### config.mk
export PLATFORM = sky130hd
export DESIGN_NAME = reaction_timer_ctrl_flat
export DESIGN_NICKNAME = d
export VERILOG_FILES = /design/src/rtl/reaction_timer_ctrl_if.sv /design/src/rtl/reaction_timer_ctrl.sv /design/src/flat_wrapper.sv
export SDC_FILE = /design/constraint.sdc
export NUM_CORES = 1
export LEC_CHECK = 0
export CORE_MARGIN = 10
export CORE_UTILIZATION = 35
export CTS_BUF_LIST = sky130_fd_sc_hd__clkbuf_4
export DETAILED_ROUTE_END_ITERATION = 12
export SETUP_SLACK_MARGIN = 0.3
export SYNTH_ARGS = -nofsm -noshare
export SYNTH_HDL_FRONTEND = slang
export SYNTH_SLANG_ARGS = --single-unit
### constraint.sdc
create_clock -name clk -period 2.9 [get_ports clk]
set_input_delay 0.58 -clock clk [delete_from_list [all_inputs] [get_ports clk]]
set_output_delay 0.58 -clock clk [all_outputs]
set_load 0.05 [all_outputs]
### src/rtl/reaction_timer_ctrl_if.sv
// Bundles the reaction-timer controller's game-facing signals.
// The slave side is the controller and the master side is the sequencer/player environment.
interface reaction_timer_ctrl_if #(
  parameter int LFSR_W = 10,
  parameter int CNT_W  = 14
);
  logic              tick_ms;
  logic              start_delay;
  logic [LFSR_W-1:0] lfsr_val;
  logic              button;
  logic              time_out;
  logic [CNT_W-1:0]  reaction_ms;
  logic [CNT_W-1:0]  best_ms;
  logic              result_valid;
  logic              false_start;
  logic              no_response;
  logic              busy;

  modport master (
    output tick_ms, start_delay, lfsr_val, button,
    input  time_out, reaction_ms, best_ms, result_valid, false_start, no_response, busy
  );

  modport slave (
    input  tick_ms, start_delay, lfsr_val, button,
    output time_out, reaction_ms, best_ms, result_valid, false_start, no_response, busy
  );
endinterface

### src/rtl/reaction_timer_ctrl.sv
// Round controller for the reaction-time game. It runs a random hold-off and then
// times the player's press in ms, flagging false starts and no-response rounds.
module reaction_timer_ctrl #(
  parameter int LFSR_W       = 10,
  parameter int MIN_DELAY_MS = 1000,
  parameter int MAX_MS       = 9999,
  parameter int CNT_W        = 14
) (
  input  logic                 clk,
  input  logic                 reset,
  reaction_timer_ctrl_if.slave bus
);

  typedef enum logic [1:0] {IDLE, DELAY, TIMING, HOLD} state_t;

  localparam logic [CNT_W-1:0] MIN_C = CNT_W'(MIN_DELAY_MS);
  localparam logic [CNT_W-1:0] MAX_C = CNT_W'(MAX_MS);

  function automatic logic [CNT_W-1:0] holdoff_len(input logic [LFSR_W-1:0] seed);
    return MIN_C + CNT_W'(seed);
  endfunction

  function automatic logic [CNT_W-1:0] sat_inc(input logic [CNT_W-1:0] v);
    return (v >= MAX_C) ? MAX_C : v + CNT_W'(1);
  endfunction

  state_t           state, state_n;
  logic [CNT_W-1:0] delay_cnt, delay_cnt_n;
  logic [CNT_W-1:0] react_cnt, react_cnt_n;
  logic [CNT_W-1:0] reaction, reaction_n;
  logic [CNT_W-1:0] best, best_n;
  logic             time_out, time_out_n;
  logic             result_valid, result_valid_n;
  logic             false_start, false_start_n;
  logic             no_response, no_response_n;
  logic             btn_q;
  logic             press;

  // Rising edge of the debounced button; btn_q resets low but presses are ignored in IDLE.
  assign press = bus.button & ~btn_q;

  always_ff @(posedge clk) begin
    if (reset) begin
      state        <= IDLE;
      delay_cnt    <= '0;
      react_cnt    <= '0;
      reaction     <= '0;
      best         <= MAX_C;
      time_out     <= 1'b0;
      result_valid <= 1'b0;
      false_start  <= 1'b0;
      no_response  <= 1'b0;
      btn_q        <= 1'b0;
    end else begin
      state        <= state_n;
      delay_cnt    <= delay_cnt_n;
      react_cnt    <= react_cnt_n;
      reaction     <= reaction_n;
      best         <= best_n;
      time_out     <= time_out_n;
      result_valid <= result_valid_n;
      false_start  <= false_start_n;
      no_response  <= no_response_n;
      btn_q        <= bus.button;
    end
  end

  always_comb begin
    state_n        = state;
    delay_cnt_n    = delay_cnt;
    react_cnt_n    = react_cnt;
    reaction_n     = reaction;
    best_n         = best;
    time_out_n     = 1'b0;
    result_valid_n = 1'b0;
    false_start_n  = false_start;
    no_response_n  = no_response;

    case (state)
      IDLE: begin
        if (bus.start_delay) begin
          state_n       = DELAY;
          delay_cnt_n   = holdoff_len(bus.lfsr_val);
          false_start_n = 1'b0;
          no_response_n = 1'b0;
        end
      end

      DELAY: begin
        // A press outranks a coincident tick: the round is a false start.
        if (press) begin
          state_n        = HOLD;
          false_start_n  = 1'b1;
          reaction_n     = '0;
          time_out_n     = 1'b1;
          result_valid_n = 1'b1;
        end else if (bus.tick_ms) begin
          if (delay_cnt <= CNT_W'(1)) begin
            state_n     = TIMING;
            delay_cnt_n = '0;
            react_cnt_n = '0;
            time_out_n  = 1'b1;
          end else begin
            delay_cnt_n = delay_cnt - CNT_W'(1);
          end
        end
      end

      TIMING: begin
        if (press) begin
          state_n        = HOLD;
          reaction_n     = react_cnt;
          result_valid_n = 1'b1;
          if (react_cnt < best) best_n = react_cnt;
        end else if (bus.tick_ms) begin
          react_cnt_n = sat_inc(react_cnt);
          if (react_cnt_n == MAX_C) begin
            state_n        = HOLD;
            reaction_n     = MAX_C;
            no_response_n  = 1'b1;
            result_valid_n = 1'b1;
          end
        end
      end

      HOLD: begin
        // Wait for the light bar to finish exiting before a new round can arm.
        if (!bus.start_delay) state_n = IDLE;
      end

      default: state_n = IDLE;
    endcase
  end

  assign bus.time_out     = time_out;
  assign bus.reaction_ms  = reaction;
  assign bus.best_ms      = best;
  assign bus.result_valid = result_valid;
  assign bus.false_start  = false_start;
  assign bus.no_response  = no_response;
  assign bus.busy         = (state != IDLE);

endmodule

### src/flat_wrapper.sv
// flat-port wrapper written by rule: the top's interface ports become plain ports
module reaction_timer_ctrl_flat 
#(
  parameter int LFSR_W       = 10,
  parameter int MIN_DELAY_MS = 1000,
  parameter int MAX_MS       = 9999,
  parameter int CNT_W        = 14
)
  (clk, reset, bus_tick_ms, bus_start_delay, bus_lfsr_val, bus_button, bus_time_out, bus_reaction_ms, bus_best_ms, bus_result_valid, bus_false_start, bus_no_response, bus_busy);
  reaction_timer_ctrl_if #(.LFSR_W(LFSR_W), .CNT_W(CNT_W)) bus_i ();
  input  logic clk;
  input  logic reset;
  input wire logic [$bits(bus_i.tick_ms)-1:0] bus_tick_ms;
  input wire logic [$bits(bus_i.start_delay)-1:0] bus_start_delay;
  input wire logic [$bits(bus_i.lfsr_val)-1:0] bus_lfsr_val;
  input wire logic [$bits(bus_i.button)-1:0] bus_button;
  output wire logic [$bits(bus_i.time_out)-1:0] bus_time_out;
  output wire logic [$bits(bus_i.reaction_ms)-1:0] bus_reaction_ms;
  output wire logic [$bits(bus_i.best_ms)-1:0] bus_best_ms;
  output wire logic [$bits(bus_i.result_valid)-1:0] bus_result_valid;
  output wire logic [$bits(bus_i.false_start)-1:0] bus_false_start;
  output wire logic [$bits(bus_i.no_response)-1:0] bus_no_response;
  output wire logic [$bits(bus_i.busy)-1:0] bus_busy;
  assign bus_i.tick_ms = bus_tick_ms;
  assign bus_i.start_delay = bus_start_delay;
  assign bus_i.lfsr_val = bus_lfsr_val;
  assign bus_i.button = bus_button;
  assign bus_time_out = bus_i.time_out;
  assign bus_reaction_ms = bus_i.reaction_ms;
  assign bus_best_ms = bus_i.best_ms;
  assign bus_result_valid = bus_i.result_valid;
  assign bus_false_start = bus_i.false_start;
  assign bus_no_response = bus_i.no_response;
  assign bus_busy = bus_i.busy;
  reaction_timer_ctrl #(.LFSR_W(LFSR_W), .MIN_DELAY_MS(MIN_DELAY_MS), .MAX_MS(MAX_MS), .CNT_W(CNT_W)) u_core (.clk(clk), .reset(reset), .bus(bus_i));
endmodule
# --- Yosys cells after proc, flatten, opt, wreduce, memory -nomap -nowiden ---
# Index checks and enable logic that the tools add are counted.
word_totals:
  ff_bits: 63
  inputBits: 15
  elab_cells: 90
classes:
  add_sub_neg: 3
  magnitude_cmp: 3
  n_eq_ne: 17
  n_mux: 41
  n_bitwise: 3
  reduce_logical: 13
op_table:
  columns: ["cell", "count"]
  rows:
  - ["two-way mux 14 bit", 14]
  - ["one-hot mux 14 bit (2 select lines)", 3]
  - ["two-way mux 2 bit", 8]
  - ["adder 14 x 1 -> 14 bit (second input constant)", 1]
  - ["equality test 14 bit (second input constant)", 1]
  - ["greater-or-equal comparator 14 bit (second input constant)", 1]
  - ["less-or-equal comparator 14 x 1 -> 1 bit (second input constant)", 1]
  - ["< comparator 14 bit", 1]
  - ["subtractor 14 x 1 -> 14 bit (second input constant)", 1]
  - ["two-way mux 1 bit", 12]
  - ["!= test 2 bit (second input constant)", 6]
  - ["AND reduction 6 bit", 2]
  - ["adder 10 x 10 -> 11 bit (first input constant)", 1]
  - ["one-hot mux 2 bit (4 select lines)", 1]
  - ["AND reduction 4 bit", 2]
  - ["nonzero test 2 bit", 4]
  - ["!= test 2 x 1 -> 1 bit (second input constant)", 3]
  - ["!= test 3 x 1 -> 1 bit (second input constant)", 2]
  - ["!= test 3 x 2 -> 1 bit (second input constant)", 2]
  - ["one-hot mux 1 bit (2 select lines)", 3]
  - ["AND reduction 3 bit", 2]
  - ["AND reduction 5 bit", 1]
  - ["equality test 2 bit (second input constant)", 2]
  - ["equality test 2 x 1 -> 1 bit (second input constant)", 1]
  - ["4 further kinds", 5]

# --- Depth between registers and ports, before layout ---
# Gate-level depths: netlist of the first run.
logic_depth:
  ltp_word: 7
  depth_mapped: 10

# --- Least setup slack after synthesis of the first run ---
# OpenSTA, ideal clock, no wires.
synth_timing:
  kind: "register to register"
  startpoint: "register u_core.best[5] (netlist: u_core.bus.best_ms[5])"
  endpoint: "register u_core.best[10] (netlist: u_core.bus.best_ms[10])"
  arrival_ns: 2.626
  t_required_ns: 2.828
  path_slack_ns: 0.202
  stages_incl_launch_ff: 10
  cell_sequence: "dfxtp_1 -> inv_1 -> ha_1 -> a21o_1 -> a21oi_1 -> o211ai_1 -> a31o_2 -> a31oi_1 -> buf_2 -> mux2i_1"
synth_between:
  elab_chain_cells: 2
synth_lines:
  columns: ["item", "line", "source"]
  rows:
  - ["from (decl)", "reaction_timer_ctrl.sv:31", "logic [CNT_W-1:0] best, best_n;"]
  - ["from (signal assigned)", "reaction_timer_ctrl.sv:59", "best <= best_n;"]
  - ["< comparator 14 bit", "reaction_timer_ctrl.sv:114", "if (react_cnt < best) best_n = react_cnt;"]
  - ["AND reduction 3 bit (no line)", null, null]
# No other way between the ends.
# A chain may end at the register's enable or synchronous reset.

# --- Worst setup path after layout of the first run ---
layout_timing:
  startpoint: "register u_core.delay_cnt[9]"
  endpoint: "register u_core.react_cnt[7]"
layout_between:
  elab_chain_cells: 3
layout_lines:
  columns: ["item", "line", "source"]
  rows:
  - ["from (decl)", "reaction_timer_ctrl.sv:28", "logic [CNT_W-1:0] delay_cnt, delay_cnt_n;"]
  - ["from (signal assigned)", "reaction_timer_ctrl.sv:56", "delay_cnt <= delay_cnt_n;"]
  - ["less-or-equal comparator 14 x 1 -> 1 bit", "reaction_timer_ctrl.sv:98", "if (delay_cnt <= CNT_W'(1)) begin"]
  - ["!= test 2 x 1 -> 1 bit (no line)", null, null]
  - ["AND reduction 6 bit (no line)", null, null]
  - ["to (signal assigned)", "reaction_timer_ctrl.sv:57", "react_cnt <= react_cnt_n;"]
  - ["to (decl)", "reaction_timer_ctrl.sv:29", "logic [CNT_W-1:0] react_cnt, react_cnt_n;"]
# No other way between the ends.

==> summary.md, run 1 <==
| Metric | Value |
|---|---|
| Mapped Area | `3672 um2` |
| Register area share after synthesis | `0.3434` |
| Min setup slack post-route | `0.3783 ns` |
| Area delta synth->final | `24.60%` |
| Antenna violations before repair | `0` |
| RSZ-0062 raised after global routing | `true` |
| CTS Buffer Depth | `2` |
| Clk root buf | `clkbuf_4` |
| Hold Violations, Final | `0` |
| Pwr Density | `757.7 nW/um2` |
| CTS tree | `done` |
| Largest net degree at the start of global routing | `29` |
| Outcome | `finished clean` |
| TNS Setup | `0 ns` |
| Htree depth | `3` |
| Fillers | `1052` |
| Crit Path Category | `flop to flop` |
| Register area | `1272 um2` |
| # diodes | `0` |
| Fin util | `0.4452` |
| Post-synth EDFFs | `0` |
| Worst EP required | `3.24 ns` |
| Critical Path End Type | `flop` |
| Share of cells above drive strength 1 | `0.1365` |
| Dpl ws | `0.1812 ns` |
| Lkg Pwr | `0.001795 uW` |
| Core footprint | `10280 um2` |
| Clock latency on the worst-skew pair | `0.42 ns` |
| Total congestion overflow | `0` |
| DRT Wirelength | `10100 um` |
| Net Switching | `1539 uW` |
| Antenna-violating nets left | `0` |
| DR iter-0 viols | `196` |
| Yosys reg bits | `63` |
| Die area | `14990 um2` |
| Maximum vdd drop | `0.0004426 V` |
| Global-route wire length before repair | `16450 um` |
| Setup-failing EPs final | `0` |
| Worst Hold Depth | `1` |
| Worst Skew | `0.01276 ns` |
| WP data arrival | `2.86 ns` |
| Actual slew at the worst max-slew pin | `0.6190 ns` |
| Sw Share | `0.4440` |
| Primary FF master, synth | `dfxtp_1` |
| Crit-path max FO | `6` |
| Worst hold path type | `flop to flop` |
| CTS hold repair buffers | `0` |
| Multi-input gate area | `2206 um2` |
| Synth Instances | `464` |
| Tcrit/Tclk final | `0.8696` |
| Placer Congestion | `0.8538` |
| Compound-Gate Fraction of Synth Area | `0.2405` |
| Max Transition Viols Final | `0` |
| GRT Total Usage | `0.1334` |
| Initial core utilization | `0.3573` |
| Vias in the first global route | `3412` |
| Clk slew on worst S/H paths | `0.11 ns` |
| Fmax | `396.6 MHz` |
| Clock group share of total power | `0.164` |
| Combinational family with the most area after synthesis | `compound AO/OA/AOI/OAI gates` |
| IO Count | `48` |
| Max-cap violation count | `0` |
| Die width | `122.4 um` |
| # nets final | `552` |
| CTS Sinks | `63` |
| Placed Area | `4383 um2` |
| R2R cell count | `7` |
| Placed wire-length estimate | `7340 um` |
| DR vias/cell | `5.401` |
| DR WL/cell | `15.39 um` |
| Vias | `3543` |
| Syn Area/Cell | `7.914 um2` |
| Die Y | `122.4 um` |
| Num CTS Buffers | `9` |
| # rows | `37` |
| Distinct cells, synth | `55` |
| Post-layout min period | `2.522 ns` |
| Design area | `4576 um2` |
| Post-synthesis xor/xnor area fraction | `0.02385` |
| Port-buffer cells | `47` |
| Post-Syn Nets | `500` |
| First drt pass iteration count | `4` |
| Async set-reset flop share out of synthesis | `0` |
| Gate power share | `0.517` |
| Synth Warn # | `0` |
| P_int | `1928 uW` |
| Mux share of post-synthesis cell area | `0.04089` |
| Post-synthesis adder-cell area fraction | `0.07155` |
| Fin Hold WS | `0.4754 ns` |
| Slew HR | `0.5842` |
| Post-Synth Simple-Gate Area | `0.2095` |
| DRC | `0` |
| Reg power frac | `0.319` |
| Startpoint types | `flop` |
==> flip-flops by register name (all words and copies together) (netlist names), 2 cells and up <==
signal / cells
u_core.bus.best_ms: 14
u_core.bus.reaction_ms: 14
u_core.delay_cnt: 14
u_core.react_cnt: 14
u_core.state: 2
==> cell usage after synthesis (3+ instances only) <==
| master | number | area [um2] |
|---|---|---|
| nand3_1 | 14 | 70.07 |
| dfxtp_1 | 63 | 1261 |
| or3_1 | 5 | 31.28 |
| and3_1 | 6 | 37.54 |
| o221ai_1 | 3 | 26.28 |
| a211oi_1 | 5 | 37.54 |
| nor3_1 | 11 | 55.05 |
| o2bb2ai_1 | 8 | 70.07 |
| inv_1 | 28 | 105.1 |
| nand2b_1 | 4 | 25.02 |
| nor2b_1 | 4 | 25.02 |
| a22oi_1 | 5 | 37.54 |
| o21ai_0 | 26 | 130.1 |
| a22o_1 | 7 | 61.31 |
| ha_1 | 21 | 262.8 |
| o31ai_1 | 3 | 22.52 |
| o32ai_1 | 3 | 26.28 |
| o211ai_1 | 3 | 22.52 |
| nor2_1 | 60 | 225.2 |
| o22ai_1 | 9 | 56.30 |
| buf_2 | 8 | 40.04 |
| a21oi_1 | 38 | 190.2 |
| mux2i_1 | 15 | 150.1 |
| nor4_1 | 4 | 25.02 |
| xor2_1 | 4 | 35.03 |
| nand2_1 | 28 | 105.1 |
| a21o_1 | 4 | 30.03 |
| xnor2_1 | 6 | 52.55 |
| clkbuf_1 | 25 | 93.84 |
| a31oi_1 | 5 | 31.28 |
| nand4_1 | 9 | 56.30 |
==> path summary, 6_finish.rpt <==
kind	slack, ns	to	start
setup / recovery	0.38	u_core.react_cnt[7]$_SDFFE_PP0P_	u_core.delay_cnt[9]$_SDFFE_PP0P_
hold / removal	0.48	u_core.bus.reaction_ms[9]$_SDFFE_PP0P_	u_core.bus.reaction_ms[9]$_SDFFE_PP0P_
setup reg to reg	0.38	u_core.react_cnt[7]$_SDFFE_PP0P_	u_core.delay_cnt[9]$_SDFFE_PP0P_
hold reg to reg	0.48	u_core.bus.reaction_ms[9]$_SDFFE_PP0P_	u_core.bus.reaction_ms[9]$_SDFFE_PP0P_
==> worst max-delay path, cell delays in order (launching register included) <==
cell and delay [ns]:
dfxtp_4 0.37, or3_4 0.39, or4b_4 0.59, o32ai_4 0.25
nand4_1 0.14, buf_6 0.16, or4_1 0.39, a21oi_1 0.14
==> power by group through the flow <==
stage          Combinational, uW  Sequential, uW  Clock [uW]
6_report                    1790            1100         569
5_1_grt                     1980            1130         627
4_1_cts                     1740            1100         591
3_5_place_dp                1720            1120           0
3_3_place_gp                1700            1120           0
2_1_floorplan               1150            1210           0
==> cells in the final DEF (no fill, tap or decap), drive strengths merged, types with 15 or more instances in the layout <==
master	instances
nor2	60
nand2	28
o21ai	27
a21oi	38
inv	29
buf	30
mux2i	15
dfxtp	63
clkdlybuf4s50	45
ha	21
==> through the flow <==
stage / total power, uW / cells
final: 3467 / 656
after global routing: 3730 / 656
after CTS: 3428 / 655
after detailed placement: 2840 / 639
after global placement: 2819 / 639
after floorplan: 2362 / 464
==> cells by family (layout without fill, tap and decap cells) <==
| family | Yosys count | count (layout) |
|---|---|---|
| flops | 63 | 63 |
| compound gates | 132 | 132 |
| mux | 15 | 15 |
| xor+xnor | 10 | 10 |
| fa+ha+maj | 21 | 21 |
| buf+inv | 64 | 120 |
| simple gates | 159 | 159 |
==> routing by layer <==
layer	GRT usage	vias to the layer above	wire length, um
met1	0.1555	1673	4399
met5	0	-	0
li1	-	1773	-
met3	0.03489	12	539
met4	0.04124	0	117
met2	0.2338	85	5041
==> final cells by class <==
cell class / count / area share
flip-flops and latches: 63 / 0.2781
clock buffers: 9 / 0.01477
well taps: 136 / 0.03719
clock inverters: 6 / 0.01148
inverters: 29 / 0.02379
repair buffers: 76 / 0.1526
multi-input cells: 337 / 0.4821
==> what timing repair did <==
item,in CTS,in global routing
endpoints found under the setup margin,8,20
buffers inserted,1,1
gates resized for setup,2,15
pin swaps,1,7
Note: power is estimated with default switching activity, not from simulation.
==> inputs of run 2 (changes only) <==
Settings changed: SETUP_SLACK_MARGIN 0.3 to unset.
==> run 2 against run 1 <==
Fmax decreased by 4.5%. Cell count decreased by 0.15%. Core utilization decreased by 0.71 points. Sequential cell count unchanged. Total power decreased by 1.8%. Largest power group unchanged. Global-route usage about the same.
==> summary.md, run 2 (synthesis gave the netlist of run 1 again) <==
| Metric | Value |
|---|---|
| Lkg Pwr | `0.001779 uW` |
| IO Count | `48` |
| P_int | `1890 uW` |
| Post-layout min period | `2.641 ns` |
| Slowest stage cell, crit path | `clkdlybuf4s50_1` |
| Clock latency on the worst-skew pair | `0.41 ns` |
| Num CTS Buffers | `9` |
| GRT Total Usage | `0.1331` |
| DR vias/cell | `5.516` |
| Max-cap violation count | `0` |
| Dpl ws | `0.2029 ns` |
| Crit Path Category | `flop to output pin` |
| Tcrit/Tclk final | `0.9106` |
| TNS Setup | `0 ns` |
| Fmax | `378.7 MHz` |
| Placer Congestion | `0.8308` |
| Actual slew at the worst max-slew pin | `0.6187 ns` |
| Die area | `14990 um2` |
| Slew HR | `0.5844` |
| DR iter-0 viols | `270` |
| DRC | `0` |
| WP data arrival | `2.06 ns` |
| RSZ-0062 raised after global routing | `false` |
| Worst setup path start | `u_core.state[1]$_SDFFE_PP0P_` |
| Critical Path End Type | `output pin` |
| Maximum vdd drop | `0.0004040 V` |
| Clk slew on worst S/H paths | `0.10 ns` |
| Pwr Density | `756.4 nW/um2` |
| Antenna violations before repair | `0` |
| Worst EP required | `2.32 ns` |
| Crit path top cell by count | `inv_1` |
| Max Transition Viols Final | `0` |
| Placed wire-length estimate | `7331 um` |
| Worst hold path type | `flop to flop` |
| CTS hold repair buffers | `0` |
| Clk root buf | `clkbuf_4` |
| Htree depth | `3` |
| Sw Share | `0.4451` |
| Die width | `122.4 um` |
| Hold Startpoint | `u_core.bus.reaction_ms[8]$_SDFFE_PP0P_` |
| Die Y | `122.4 um` |
| Share of cells above drive strength 1 | `0.1098` |
| Commonest non-fill, non-tap cell in the layout | `dfxtp_1` |
| Worst path cell trace | `inv_1 -> ha_1 -> inv_1 -> clkdlybuf4s50_1` |
| # rows | `37` |
| Startpoint types | `flop` |
| # diodes | `0` |
| Largest net degree at the start of global routing | `51` |
| Setup-failing EPs final | `0` |
| Core footprint | `10280 um2` |
| Net Switching | `1516 uW` |
| Global-route wire length before repair | `16460 um` |
| First drt pass iteration count | `4` |
| CTS Buffer Depth | `2` |
| Vias in the first global route | `3395` |
| Initial core utilization | `0.3573` |
| Total congestion overflow | `0` |
| Vias | `3613` |
| Most frequent cells in the layout | `dfxtp_1 (63), nor2_1 (60), clkdlybuf4s50_1 (46)` |
| DR WL/cell | `15.30 um` |
| CTS Sinks | `63` |
| Hold Violations, Final | `0` |
| Gate power share | `0.502` |
| DRT Wirelength | `10020 um` |
| Min setup slack post-route | `0.2593 ns` |
| Port-buffer cells | `47` |
| Clock group share of total power | `0.174` |
| Max incr delay on CP | `0.81 ns` |
| Area delta synth->final | `22.62%` |
| # nets final | `550` |
| Antenna-violating nets left | `0` |
| Outcome | `finished clean` |
| CTS tree | `done` |
| Crit-path max FO | `6` |
| Worst reg2reg path startpoint | `u_core.delay_cnt[9]$_SDFFE_PP0P_` |
| Worst Skew | `0.01610 ns` |
| Reg power frac | `0.324` |
| Fin util | `0.4382` |
[run 2: cell types whose count changed in the layout (fill, tap and decap cells not counted), sizes merged]
cell           delta
buf               -2
clkbuf            +2
clkdlybuf4s50     +1
clkinv            -1
dlygate4sd2       -1
[run 2: layout make-up]
cell class | instances | area [um2]
clock buffer | 11 | 82.58
clock inverter | 5 | 48.80
fill | 1066 | 5774
inverter | 29 | 108.9
multi-input combinational | 337 | 2163
sequential | 63 | 1261
tap | 136 | 170.2
timing repair buffer | 74 | 668.1
[run 2: metal layers]
| layer | wire, um | up-vias | global-route usage |
|---|---|---|---|
| li1 | - | 1778 | - |
| met1 | 4421 | 1733 | 0.1584 |
| met2 | 4959 | 93 | 0.2315 |
| met3 | 524 | 9 | 0.03030 |
| met4 | 114 | 0 | 0.04345 |
| met5 | 0 | - | 0 |
[run 2: through the flow]
step	instances	area, um2	hold WS, ns	total power [uW]
CTS	654	4492	0.4830	3405
floorplan	464	3672	0.4465	2362
detailed placement	638	4360	0.4586	2804
global placement	638	4360	0.4577	2774
finish	655	4503	0.4780	3406
global route	655	4503	0.4924	3674
[run 2: timing repair]
action / in CTS / in global routing
endpoints found under the setup margin: 0 / 3
setup buffers: 0 / 1
gates resized for setup: 0 / 1
[run 2: path summary, 6_finish.rpt]
kind | to | slack [ns] | cells after the start
max reg2reg | u_core.react_cnt[5]$_SDFFE_PP0P_ | 0.29 | 7
min reg2reg | u_core.bus.reaction_ms[8]$_SDFFE_PP0P_ | 0.48 | 1
min | u_core.bus.reaction_ms[8]$_SDFFE_PP0P_ | 0.48 | 1
max | bus_busy | 0.26 | 4
[run 2: worst max-delay path, delay by kind of cell, from the launching register on]
family	cells	cell delay [ns]
buffers and inverters	3	0.99
flip-flops	1	0.42
adder cells (fa/ha/maj)	1	0.25
[run 2: power groups by stage]
stage	Sequential, uW	Clock [uW]	Combinational [uW]
after floorplan	1210	0	1150
after detailed placement	1120	0	1680
final	1110	591	1710
after global routing	1120	649	1900
after CTS	1100	612	1690
after global placement	1120	0	1660
==> inputs of run 3 (changes only) <==
Settings changed: SLEW_MARGIN set to 30.
==> results of run 3 <==
No change in the layout: final DEF, timing and power equal those of run 2.
